===== config.mk =====
export PLATFORM = sky130hd
export DESIGN_NAME = duty_ramp_ctrl
export DESIGN_NICKNAME = d
export VERILOG_FILES = /design/src/rtl/duty_ramp_ctrl.sv
export SDC_FILE = /design/constraint.sdc
export NUM_CORES = 1
export LEC_CHECK = 0
export BUFFER_PORTS_ARGS = -buffer_cell sky130_fd_sc_hd__buf_4
export CORE_AREA = 4 4 71 105
export CTS_CLUSTER_SIZE = 10
export DETAILED_ROUTE_END_ITERATION = 16
export DIE_AREA = 0 0 75 109
export SYNTH_ARGS = -nofsm -noshare
export SYNTH_HDL_FRONTEND = slang
export SYNTH_SLANG_ARGS = --single-unit

===== constraint.sdc =====
create_clock -name clk -period 6.01 [get_ports clk]
set_input_delay 0.3005 -clock clk [delete_from_list [all_inputs] [get_ports clk]]
set_output_delay 0.3005 -clock clk [all_outputs]
set_load 0.1 [all_outputs]

===== src/rtl/duty_ramp_ctrl.sv =====
// Duty-cycle slew limiter: ramps duty toward a latched target, one step per STEP_DIV clocks.
// Optional DUTY_RAMP_BYPASS_EN adds a bypass input that jumps duty straight to the target.
module duty_ramp_ctrl #(
   parameter int CLK_FREQ = 50_000_000,
   parameter int STEP_HZ  = 100,
   parameter int DUTY_W   = 4
) (
   input  logic              clk,
   input  logic              rst,
   input  logic [DUTY_W-1:0] target,
   input  logic              load,
   input  logic              enable,
`ifdef DUTY_RAMP_BYPASS_EN
   input  logic              bypass,
`endif
   output logic [DUTY_W-1:0] duty,
   output logic              busy,
   output logic              done,
   output logic              at_max,
   output logic              at_min
);

   localparam int STEP_DIV = CLK_FREQ / STEP_HZ;
   localparam int CW       = $clog2(STEP_DIV);
   localparam logic [CW-1:0] CNT_LAST = CW'(STEP_DIV - 1);

   typedef enum logic [1:0] {IDLE, UP, DOWN} state_t;

   state_t            state, state_n;
   logic [DUTY_W-1:0] tgt_q, tgt_n, duty_n;
   logic [CW-1:0]     cnt, cnt_n;
   logic              done_n, busy_n;
   logic              byp_q, byp_n;
   logic              byp_req;
   logic              tick;

`ifdef DUTY_RAMP_BYPASS_EN
   assign byp_req = load & bypass;
`else
   assign byp_req = 1'b0;
`endif

   assign tick   = (state != IDLE) && enable && (cnt == CNT_LAST);
   assign at_max = (duty == {DUTY_W{1'b1}});
   assign at_min = (duty == '0);

   always_comb begin
      state_n = state;
      duty_n  = duty;
      tgt_n   = tgt_q;
      cnt_n   = cnt;
      done_n  = byp_q;
      byp_n   = 1'b0;
      if (byp_req) begin
         // bypass jump: done trails the new duty by one cycle
         duty_n  = target;
         tgt_n   = target;
         cnt_n   = '0;
         state_n = IDLE;
         byp_n   = 1'b1;
      end else if (load) begin
         tgt_n = target;
         cnt_n = '0;
         if (target > duty) begin
            state_n = UP;
         end else if (target < duty) begin
            state_n = DOWN;
         end else begin
            state_n = IDLE;
            done_n  = 1'b1;
         end
      end else begin
         unique case (state)
            IDLE: cnt_n = '0;
            UP: begin
               if (enable) cnt_n = tick ? '0 : cnt + 1'b1;
               if (tick) begin
                  duty_n = duty + 1'b1;
                  if (duty_n == tgt_q) begin
                     state_n = IDLE;
                     done_n  = 1'b1;
                  end
               end
            end
            DOWN: begin
               if (enable) cnt_n = tick ? '0 : cnt + 1'b1;
               if (tick) begin
                  duty_n = duty - 1'b1;
                  if (duty_n == tgt_q) begin
                     state_n = IDLE;
                     done_n  = 1'b1;
                  end
               end
            end
            default: begin
               state_n = IDLE;
               cnt_n   = '0;
            end
         endcase
      end
      busy_n = (state_n != IDLE);
   end

   always_ff @(posedge clk) begin
      if (rst) begin
         state <= IDLE;
         duty  <= '0;
         tgt_q <= '0;
         cnt   <= '0;
         busy  <= 1'b0;
         done  <= 1'b0;
         byp_q <= 1'b0;
      end else begin
         state <= state_n;
         duty  <= duty_n;
         tgt_q <= tgt_n;
         cnt   <= cnt_n;
         busy  <= busy_n;
         done  <= done_n;
         byp_q <= byp_n;
      end
   end

endmodule


After elaboration in Yosys (flattened, before gate mapping). Index checks and enable logic that the tools add are counted.

Bits in registers: 31. Output and inout port bits: 8. Input bits: 8.

Equal/unequal tests: 8. $add $sub $neg: 3. Magnitude comparators: 2. Multiplexer cells: 20. Reduce and logical (&&, ||, !) cells: 10. Bitwise gates (word level): 2.

Operators by type and width (count): $add A19 B1 Y19 const B (1); $eq A19 B19 Y1 const B (1); $mux W19 (1); $mux W2 (7); $eq A4 B4 Y1 (2); $mux W4 (2); $pmux W4 S2 (1); $mux W1 (7); $pmux W2 S3 (1); $reduce_bool A2 Y1 (3); $add A4 B1 Y4 const B (1); $eq A4 B4 Y1 const B (1); $gt A4 B4 Y1 (1); $logic_not A4 Y1 (1); $lt A4 B4 Y1 (1); $ne A2 B2 Y1 const B (2); $reduce_and A4 Y1 (1); $sub A4 B1 Y4 const B (1); $reduce_or A3 Y1 (1); $eq A2 B1 Y1 const B (1); $eq A2 B2 Y1 const B (1); $logic_and A1 B1 Y1 (2); $logic_not A2 Y1 (1); $not A1 Y1 (2); 2 further kinds (2).

Logic depth before layout (Yosys ltp). Gate-level depths: netlist of the first run.

Word-level depth: 7. Mapped depth: 8. Mapped depth without buffers: 7.

Least setup slack after synthesis of the first run. No wires, ideal clock.

Path kind: register to register. Start: register duty[0]. End: register busy. Stages on the path, launching flop included: 8. Library setup time: 0.128 ns. Arrival time: 2.725 ns. Path slack: 3.157 ns. Data required time: 5.882 ns. Period minus slack after synthesis: 2.853 ns. Path through: dfxtp_1 inv_1 ha_1 xnor2_1 nand4b_1 or4b_1 a221oi_2 o31ai_1.

Cells in the longest elaborated chain, start to end: 7. Elaborated cells on any way between the ends: 15. Classes of those cells: add/sub (2); order compare (2); eq/ne (2); mux (8); reduce/logical (1).

Ends and longest elaborated chain: from (decl) (RTL line 16) `output logic [DUTY_W-1:0] duty,`; from (signal assigned) (RTL line 115) `duty <= duty_n;`; $sub A4 B1 Y4 / $add A4 B1 Y4 (equally long branches) (RTL line 88, 78); $eq A4 B4 Y1 (on tied branches) (RTL line 89, 79); $mux W2 (on tied branches) (RTL line 89, 79); $mux W2 (on tied branches) (RTL line 87, 77); $pmux W2 S3 (RTL line 73) `unique case (state)`; $mux W2 * (RTL line 61) `end else if (load) begin`; $reduce_bool A2 Y1 * (RTL line 101) `busy_n = (state_n != IDLE);`; to (signal assigned) (RTL line 118) `busy <= busy_n;`; to (decl) (RTL line 17) `output logic busy,`.

Every way passes the cells marked *; elsewhere a longest branch is shown, timed or not. A chain may end at the register's enable or synchronous reset.

Worst setup path in the final report of the first run. Ends and elaborated chain as after synthesis.

==> results of run 1 <==
stage by stage:
| step | std cells | setup WS [ps] | hold slack [ps] |
|---|---|---|---|
| finish | 291 | 3590 | 274 |
| floorplan | 199 | 3160 | 448 |
| CTS | 291 | 3580 | 269 |
| global placement | 284 | 3590 | 499 |
| global route | 291 | 3430 | 285 |
| detailed placement | 284 | 3580 | 506 |
cell type report:
class | count | area (um2)
Fill cell | 682 | 4540
Clock buffer | 6 | 82.6
Timing Repair Buffer | 15 | 113
Multi-Input combinational cell | 152 | 1030
Sequential cell | 31 | 621
Tap cell | 76 | 95.1
Clock inverter | 1 | 5.00
Inverter | 10 | 37.5
where the power goes:
group          switching (mW)  leakage (nW)  total, mW  internal, mW
Sequential            0.00499         0.251      0.215         0.210
Clock                  0.0753        0.0470      0.165        0.0897
Combinational          0.0470         0.391     0.0704        0.0233
Total                   0.127         0.690      0.450         0.323
cell families (layout without fill, tap and decap cells):
| family | after synthesis | after routing |
|---|---|---|
| fa+ha+maj | 11 | 11 |
| compound gates | 22 | 22 |
| simple gates | 86 | 86 |
| mux | 6 | 6 |
| buf+inv | 16 | 32 |
| xor+xnor | 27 | 27 |
| flops | 31 | 31 |
state kept, by name (all words and copies together) (netlist names):
register and flops:
tgt_q 4, busy 1, done 1, cnt 19, state 2, duty 4
cells in the mapped netlist:
master	number	share of area, %
sky130_fd_sc_hd__nor4_4	1	1.2
sky130_fd_sc_hd__nand3_1	4	1.2
sky130_fd_sc_hd__and3_1	3	1.1
sky130_fd_sc_hd__nor3_1	5	1.5
sky130_fd_sc_hd__clkbuf_2	1	0.29
sky130_fd_sc_hd__xnor2_1	13	6.6
sky130_fd_sc_hd__o21ai_0	4	1.2
sky130_fd_sc_hd__o21a_1	1	0.44
sky130_fd_sc_hd__nor2_1	30	6.6
sky130_fd_sc_hd__xor2_1	14	7.1
sky130_fd_sc_hd__nor2b_1	1	0.36
sky130_fd_sc_hd__or4_1	4	1.8
sky130_fd_sc_hd__nand3b_1	1	0.44
sky130_fd_sc_hd__and4_2	1	0.58
sky130_fd_sc_hd__ha_1	11	8.0
sky130_fd_sc_hd__or4_4	1	0.66
sky130_fd_sc_hd__o22ai_1	1	0.36
sky130_fd_sc_hd__mux2i_1	6	3.5
sky130_fd_sc_hd__nand2_1	14	3.1
sky130_fd_sc_hd__a221oi_2	1	0.88
sky130_fd_sc_hd__clkbuf_1	5	1.1
sky130_fd_sc_hd__inv_1	10	2.2
sky130_fd_sc_hd__or4b_4	1	0.80
sky130_fd_sc_hd__nor4_1	3	1.1
sky130_fd_sc_hd__nand4b_1	2	1.0
sky130_fd_sc_hd__or4b_1	1	0.58
sky130_fd_sc_hd__a21oi_1	10	2.9
sky130_fd_sc_hd__nand4_1	8	2.9
sky130_fd_sc_hd__o31ai_1	5	2.2
sky130_fd_sc_hd__dfxtp_1	31	36
sky130_fd_sc_hd__or3_1	4	1.5
sky130_fd_sc_hd__nand2b_1	2	0.73
routing by layer:
metal  up-vias  track usage, %  share of wire, %
met5         -               0                 0
met4         0            6.11               3.6
met3        13            2.40               4.5
met2        34            16.2                50
met1       631            11.4                42
li1        725               -                 -
final timing paths:
path                            slack [ps]  cells past startpoint      end
worst min-delay path                   270                      2  duty[0]
worst max-delay path                  3590                      7     busy
worst min register to register         520                      2  cnt[18]
worst max register to register        3590                      7     busy
==> results by stage, run 1 <==
Global routing:
- The total global routing overflow is 0.
- The total routing resource utilization after global routing is roughly a tenth.
- The global-route wire length before repair is slightly above 6 mm.
- Entering global routing, the biggest net connects 20 pins.
- The number of antenna violations at the first check in global routing is 0.
- The via count of the first global-routing pass is ~1400.

Clocking:
- Hold repair after CTS inserted 0 buffers.
- The maximum clock path buffer count is 2.
- The post-CTS resize count is 0.
- Clock tree synthesis found a total of 31 sinks.
- CTS built an H-tree with a depth of 2.
- Once the clock tree was built, the setup fixing pass inserted 0 buffers.
- Clock tree synthesis inserted a total of 5 buffers.
- The root buffer selected by CTS is sky130_fd_sc_hd__clkbuf_8.
- The clock tree from TritonCTS is done.
- After clock tree synthesis, the clock-pin slew on the worst setup and hold paths is about 60 ps.
- The clock reaches the later pin of the worst-skew pair after between 200 and 300 ps.

Worst setup path:
- The first element of the critical path is duty[0].
- The maximum fanout along the worst path is 9.
- The critical path launch point type is a flip-flop.
- The data required time at the worst endpoint is about 6200 ps.
- The peak per-stage delay on the critical path is ~520 ps.
- The data arrival time of the worst path is approximately 2600 ps.
- The worst register-to-register path begins at duty[0].
- Broken down by cell family, the worst path's largest delay share belongs to simple AND/OR/NAND/NOR gates.
- The category of the most critical setup path is flip-flop to flip-flop.
- The count of buffering cells on the critical path with inverters included is 1.
- On the critical path, the stage with the largest delay is an instance of sky130_fd_sc_hd__dfxtp_1.
- The critical path goes through inv_1, ha_1, xnor2_1, nand4b_1, or4b_1, a221oi_2, o31ai_1.
- STA classifies the critical path endpoint as a flip-flop.

Synthesis:
- The post-synthesis cell area is ~1700 um2.
- The basic-gate share of the synthesized area counting and, or, nand and nor cells is a little over a quarter.
- In the synthesized netlist, mux cells make up 3.50% of the area.
- The largest family of logic cells by synthesized area is simple AND/OR/NAND/NOR gates.
- In the synthesized netlist, the number of instances is 199.
- The mean instance size in the synthesized netlist is around 8.6 um2.
- In this run, synthesis produced a sequential element count of 31.
- The number of different library cells in the post-synthesis netlist is 32.
- The sequential element share of the synthesized area is a little over a third.
- The number of warnings printed during yosys synthesis is 0.
- Of the total synthesized cell area, the portion taken by XOR and XNOR cells is between 10% and 20%.
- The compound-cell area share of the yosys netlist is under 10%.
- The number of nets handed over by synthesis was between 200 and 250.
- The share of synthesized cell area in full adder, half adder and majority cells is roughly 8.0%.

Finish:
- The core utilization of the finished layout is 30.4%.
- The post-route cell area is a little under 2000 um2.
- The most common cell after layout, fill and taps aside is sky130_fd_sc_hd__dfxtp_1.
- From synthesis to final layout, the design area changed by 15.8%.
- In the final design database the tool counted 234 nets.
- The share of final-layout standard cells stronger than drive strength 1 is around 13%.
- In the layout the commonest cells are sky130_fd_sc_hd__dfxtp_1 (31), sky130_fd_sc_hd__nor2_1 (30), sky130_fd_sc_hd__buf_4 (15), sky130_fd_sc_hd__nand2_1 (14), sky130_fd_sc_hd__xor2_1 (14).
- 0 antenna diodes ended up in the layout.

Die:
- The number of top-level design ports is 16.
- In this run the horizontal extent of the chip is 75 um.
- The vertical die dimension is 109 um.
- The placeable core region is between 6000 and 7000 um2.
- The number of cell rows is 36.
- The initial utilization of the core area, before any placement, comes to 26.3%.
- The die area is 8180 um2.

Detailed routing:
- The first detailed-routing pass ran for 4 iterations.
- After detailed routing, the total wire length is ~3.6 mm.
- Dividing the detail-routed via count by the number of cells gives 4.82.
- The average detailed-routed wire length per instance is between 10 and 15 um.
- The remaining number of nets flagged by the antenna check after routing is 0.
- The final route contains 1403 vias.
- The detailed router finished its first iteration with 70 violations.
- The number of remaining DRC errors is 0.

STA:
- The shortest clock period the worst path allows after layout is 2420 ps.
- Based on the critical path, the design can be clocked at up to roughly 410 MHz.
- At the pin with the least slew margin, the transition time is between 800 and 900 ps.
- The final setup skew is approximately 8.6 ps.
- The final sum of negative setup slack is 0 ps.
- The final-report hold violation count is 0.
- The final period utilization is approximately 40%.
- Headroom to the max-slew limit came out at a little under half.
- Setup repair after global routing left no endpoint under its margin.
- The count of endpoints failing setup in the final report is 0.
- The number of pins exceeding their max-slew limit in the final report is 0.

Power:
- IR analysis of the VDD net gives a maximum drop of just under 0.1 mV.
- The power consumption is between 0.4 and 0.5 mW.
- In this run the power density over the cells is roughly 230 nW/um2.
- The leakage component of the power is between 0.6 and 0.7 nW.

Outcome:
- The run finished with clean final reports.

Placement:
- The congestion estimate from routability-driven global placement came to roughly 0.76.
- The final HPWL from detailed placement is around 2.7 mm.
- The total placed instance area is roughly 1900 um2.
- The number of buffers inserted by port buffering is 15.

Hold path:
- In this run the most critical hold path is launched from rst.
- The class of the worst hold path is input pin to flip-flop.

Run:
- The count of max-cap constraint violations is 0.
No activity file was read; power rests on OpenSTA's default activity.
==> run 2: changes to the inputs <==
Clock period 6.01 ns to 2.3 ns, I/O delays scaled along.
==> results by stage, run 2 (synthesis results as in run 1) <==
Finish:
- Top library cells by usage in the layout, fill and taps aside: sky130_fd_sc_hd__nor2_1 (30), sky130_fd_sc_hd__dfxtp_1 (26), sky130_fd_sc_hd__buf_4 (23), sky130_fd_sc_hd__nand2_1 (14), sky130_fd_sc_hd__xor2_1 (14) (was sky130_fd_sc_hd__dfxtp_1 (31), sky130_fd_sc_hd__nor2_1 (30), sky130_fd_sc_hd__buf_4 (15), sky130_fd_sc_hd__nand2_1 (14), sky130_fd_sc_hd__xor2_1 (14)).
- The register bank with the most flops is cnt (unchanged).
- Largest registers: cnt (19), duty (4), tgt_q (4) (unchanged).
- The flip-flop and latch area is 632 um2 (was 621 um2).
- The share of final-layout standard cells stronger than drive strength 1 is 19.6% (was 12.6%).
- The total area of multi-input combinational cells came to 1060 um2 (was 1030 um2).
- The growth of design area from synthesis to finish is 21.5% (was 15.8%).
- The number of flip-flops under the largest register name was 19 (unchanged).
- The filler cell count in the final layout came to 670 (was 682).
- The most common cell after layout, fill and taps aside was sky130_fd_sc_hd__nor2_1 (was sky130_fd_sc_hd__dfxtp_1).
- The net count of the finished layout was 242 (was 234).
- The number of inserted diodes was 0 (unchanged).

Worst setup path:
- The slowest cell on the critical path is sky130_fd_sc_hd__or4_4 (was sky130_fd_sc_hd__dfxtp_1).
- Critical-path cell list: or4_4, nor4_4, or4b_4, a221oi_4, o31ai_1 (was inv_1, ha_1, xnor2_1, nand4b_1, or4b_1, a221oi_2, o31ai_1).
- The maximum fanout along the worst path is 3 (was 9).
- The data required time at the worst endpoint is 2460 ps (was 6170 ps).
- The critical path launch point type was a flip-flop (unchanged).
- The critical path endpoint category is a flip-flop (unchanged).
- The data arrival time of the worst path was 2350 ps (was 2570 ps).
- The peak per-stage delay on the critical path came to 540 ps (was 520 ps).
- The path depth of the worst reg2reg path came to 5 (was 7).
- The minimum setup slack among reg-to-reg paths is 110 ps (was 3590 ps).
- The category of the most critical setup path is flip-flop to flip-flop (unchanged).
- The worst flop-to-flop path startpoint is cnt[14] (was duty[0]).
- The endpoint of the most critical register-to-register path is busy (unchanged).

Detailed routing:
- The number of vias per cell after detailed routing came to 4.74 (was 4.82).
- The number of DRC violations after detailed-routing iteration 0 was 66 (was 70).
- The average detailed-routed wire length per instance was 12.1 um (was 12.5 um).
- The via count was 1423 (was 1403).
- The routed wire length is 3.62 mm (was 3.63 mm).
- The number of iterations in the first detailed-routing pass is 4 (unchanged).
- The number of remaining DRC errors is 0 (unchanged).
- The remaining number of nets flagged by the antenna check after routing was 0 (unchanged).

Power:
- The leakage component of the power is 0.732 nW (was 0.690 nW).
- The peak supply drop is 0.227 mV (was 0.0991 mV).
- The power consumption is 1.18 mW (was 0.450 mW).
- The power density normalized to cell area came to 565 nW/um2 (was 227 nW/um2).

Die:
- The width of the chip is 75 um (unchanged).
- The placeable core region is 6530 um2 (unchanged).
- The initial standard-cell utilization of the core is 26.3% (unchanged).
- The die area is 8180 um2 (unchanged).
- The number of top-level design ports is 16 (unchanged).
- The vertical die dimension is 109 um (unchanged).
- The number of cell rows is 36 (unchanged).

Placement:
- The final HPWL from detailed placement is 2.72 mm (was 2.75 mm).
- The global placer's final weighted congestion is 0.793 (was 0.756).
- The worst setup timing slack at the placement stage came to 59.7 ps (was 3580 ps).
- The number of buffers inserted by port buffering is 15 (unchanged).

STA:
- The slew at the pin closest to its max-slew limit is 413 ps (was 803 ps).
- The post-layout worst setup margin is 110 ps (was 3590 ps).
- The final period utilization is 95.2% (was 40.2%).
- The shortest clock period the worst path allows after layout came to 2190 ps (was 2420 ps).
- The worst relative slew slack was 72.5% (was 46.0%).
- The count of endpoints failing setup in the final report is 0 (unchanged).
- The final sum of negative setup slack is 0 ps (unchanged).
- Unrepaired setup endpoints after global routing: false (unchanged).
- The number of pins exceeding their max-slew limit in the final report came to 0 (unchanged).
- The maximum clock rate came to 457 MHz (was 414 MHz).
- The final-report hold violation count is 0 (unchanged).
- The final setup skew is 3.65 ps (was 8.58 ps).

Hold path:
- The source of the worst hold timing path is target[2] (was rst).
- The hold-critical path depth is 3 (was 2).
- The class of the worst hold path is input pin to flip-flop (unchanged).
- The end point of the most critical hold path is tgt_q[2] (was duty[0]).

Global routing:
- The number of antenna violations at the first check in global routing is 0 (unchanged).
- The global-route wire length before repair came to 6.24 mm (was 6.20 mm).
- The via count of the first global-routing pass came to 1438 (was 1367).
- The pin count of the biggest net entering global routing was 20 (unchanged).
- The total routing resource utilization after global routing came to 9.85% (was 9.94%).
- The total global routing overflow was 0 (unchanged).

Clocking:
- The maximum clock path buffer count is 2 (unchanged).
- The insertion delay of the later-clocked pin in the worst-skew pair is 280 ps (about the same).
- The clock-pin slew of the registers on the worst-case setup and hold paths was 70 ps (was 60 ps).
- The clock tree from TritonCTS is done (unchanged).
- The total setup buffers inserted after CTS is 0 (unchanged).
- The maximum level of the CTS H-tree is 2 (unchanged).
- The number of buffers added by the clock tree synthesis step came to 5 (unchanged).
- The number of hold buffers added after CTS came to 0 (unchanged).
- The root buffer selected by CTS is sky130_fd_sc_hd__clkbuf_8 (unchanged).
- The post-CTS resize count is 0 (unchanged).
- The clock sink count is 31 (unchanged).

Run:
- The count of max-cap constraint violations is 0 (unchanged).

Outcome:
- Outcome: finished clean (unchanged).
==> run 2: cell type report <==
| class | instances | share of cell area (%) |
|---|---|---|
| clock buffers | 6 | 3.48 |
| flip-flops and latches | 31 | 30.3 |
| clock inverters | 2 | 0.600 |
| well taps | 76 | 4.56 |
| multi-input cells | 152 | 51.0 |
| inverters | 10 | 1.80 |
| repair buffers | 23 | 8.28 |
==> run 2: stage by stage <==
| step | utilization, % | instances | cell area, um2 | hold slack [ps] |
|---|---|---|---|---|
| after detailed placement | 30.2 | 292 | 1970 | 374 |
| after CTS | 31.5 | 300 | 2050 | 74.0 |
| after global placement | 30.2 | 292 | 1970 | 362 |
| final | 31.9 | 300 | 2080 | 77.4 |
| after floorplan | - | 199 | 1730 | 262 |
| after global routing | 31.9 | 300 | 2080 | 90.2 |
==> run 2: worst max-delay path by stage <==
stage	startpoint	endpoint	slack, ps	cells after the start
floorplan	duty[0]	busy	2	7
global placement	state[1]	busy	90	7
detailed placement	cnt[14]	busy	60	5
CTS	state[1]	busy	40	7
global route	state[0]	state[0]	3	7
finish	cnt[14]	busy	110	5
==> run 2: critical path, delay by kind of cell, from the launching register on <==
kind            cells  cell delay (ps)
simple gates        3             1310
flops               1              330
compound gates      2              440
==> run 2: per-layer routing <==
| metal | vias to the layer above | wire [um] | share of wire [%] | track usage [%] |
|---|---|---|---|---|
| li1 | 740 | - | - | - |
| met1 | 660 | 1500 | 42 | 10.6 |
| met2 | 18 | 1900 | 53 | 17.3 |
| met3 | 5 | 137 | 3.8 | 2.77 |
| met4 | 0 | 73 | 2.0 | 4.45 |
| met5 | - | 0 | 0 | 0 |
==> run 2: power breakdown <==
group          leakage [nW]  switching [mW]  total [mW]  internal [mW]
combinational         0.436           0.130       0.199         0.0693
clock                0.0412           0.208       0.419          0.211
sequential            0.254          0.0115       0.559          0.548
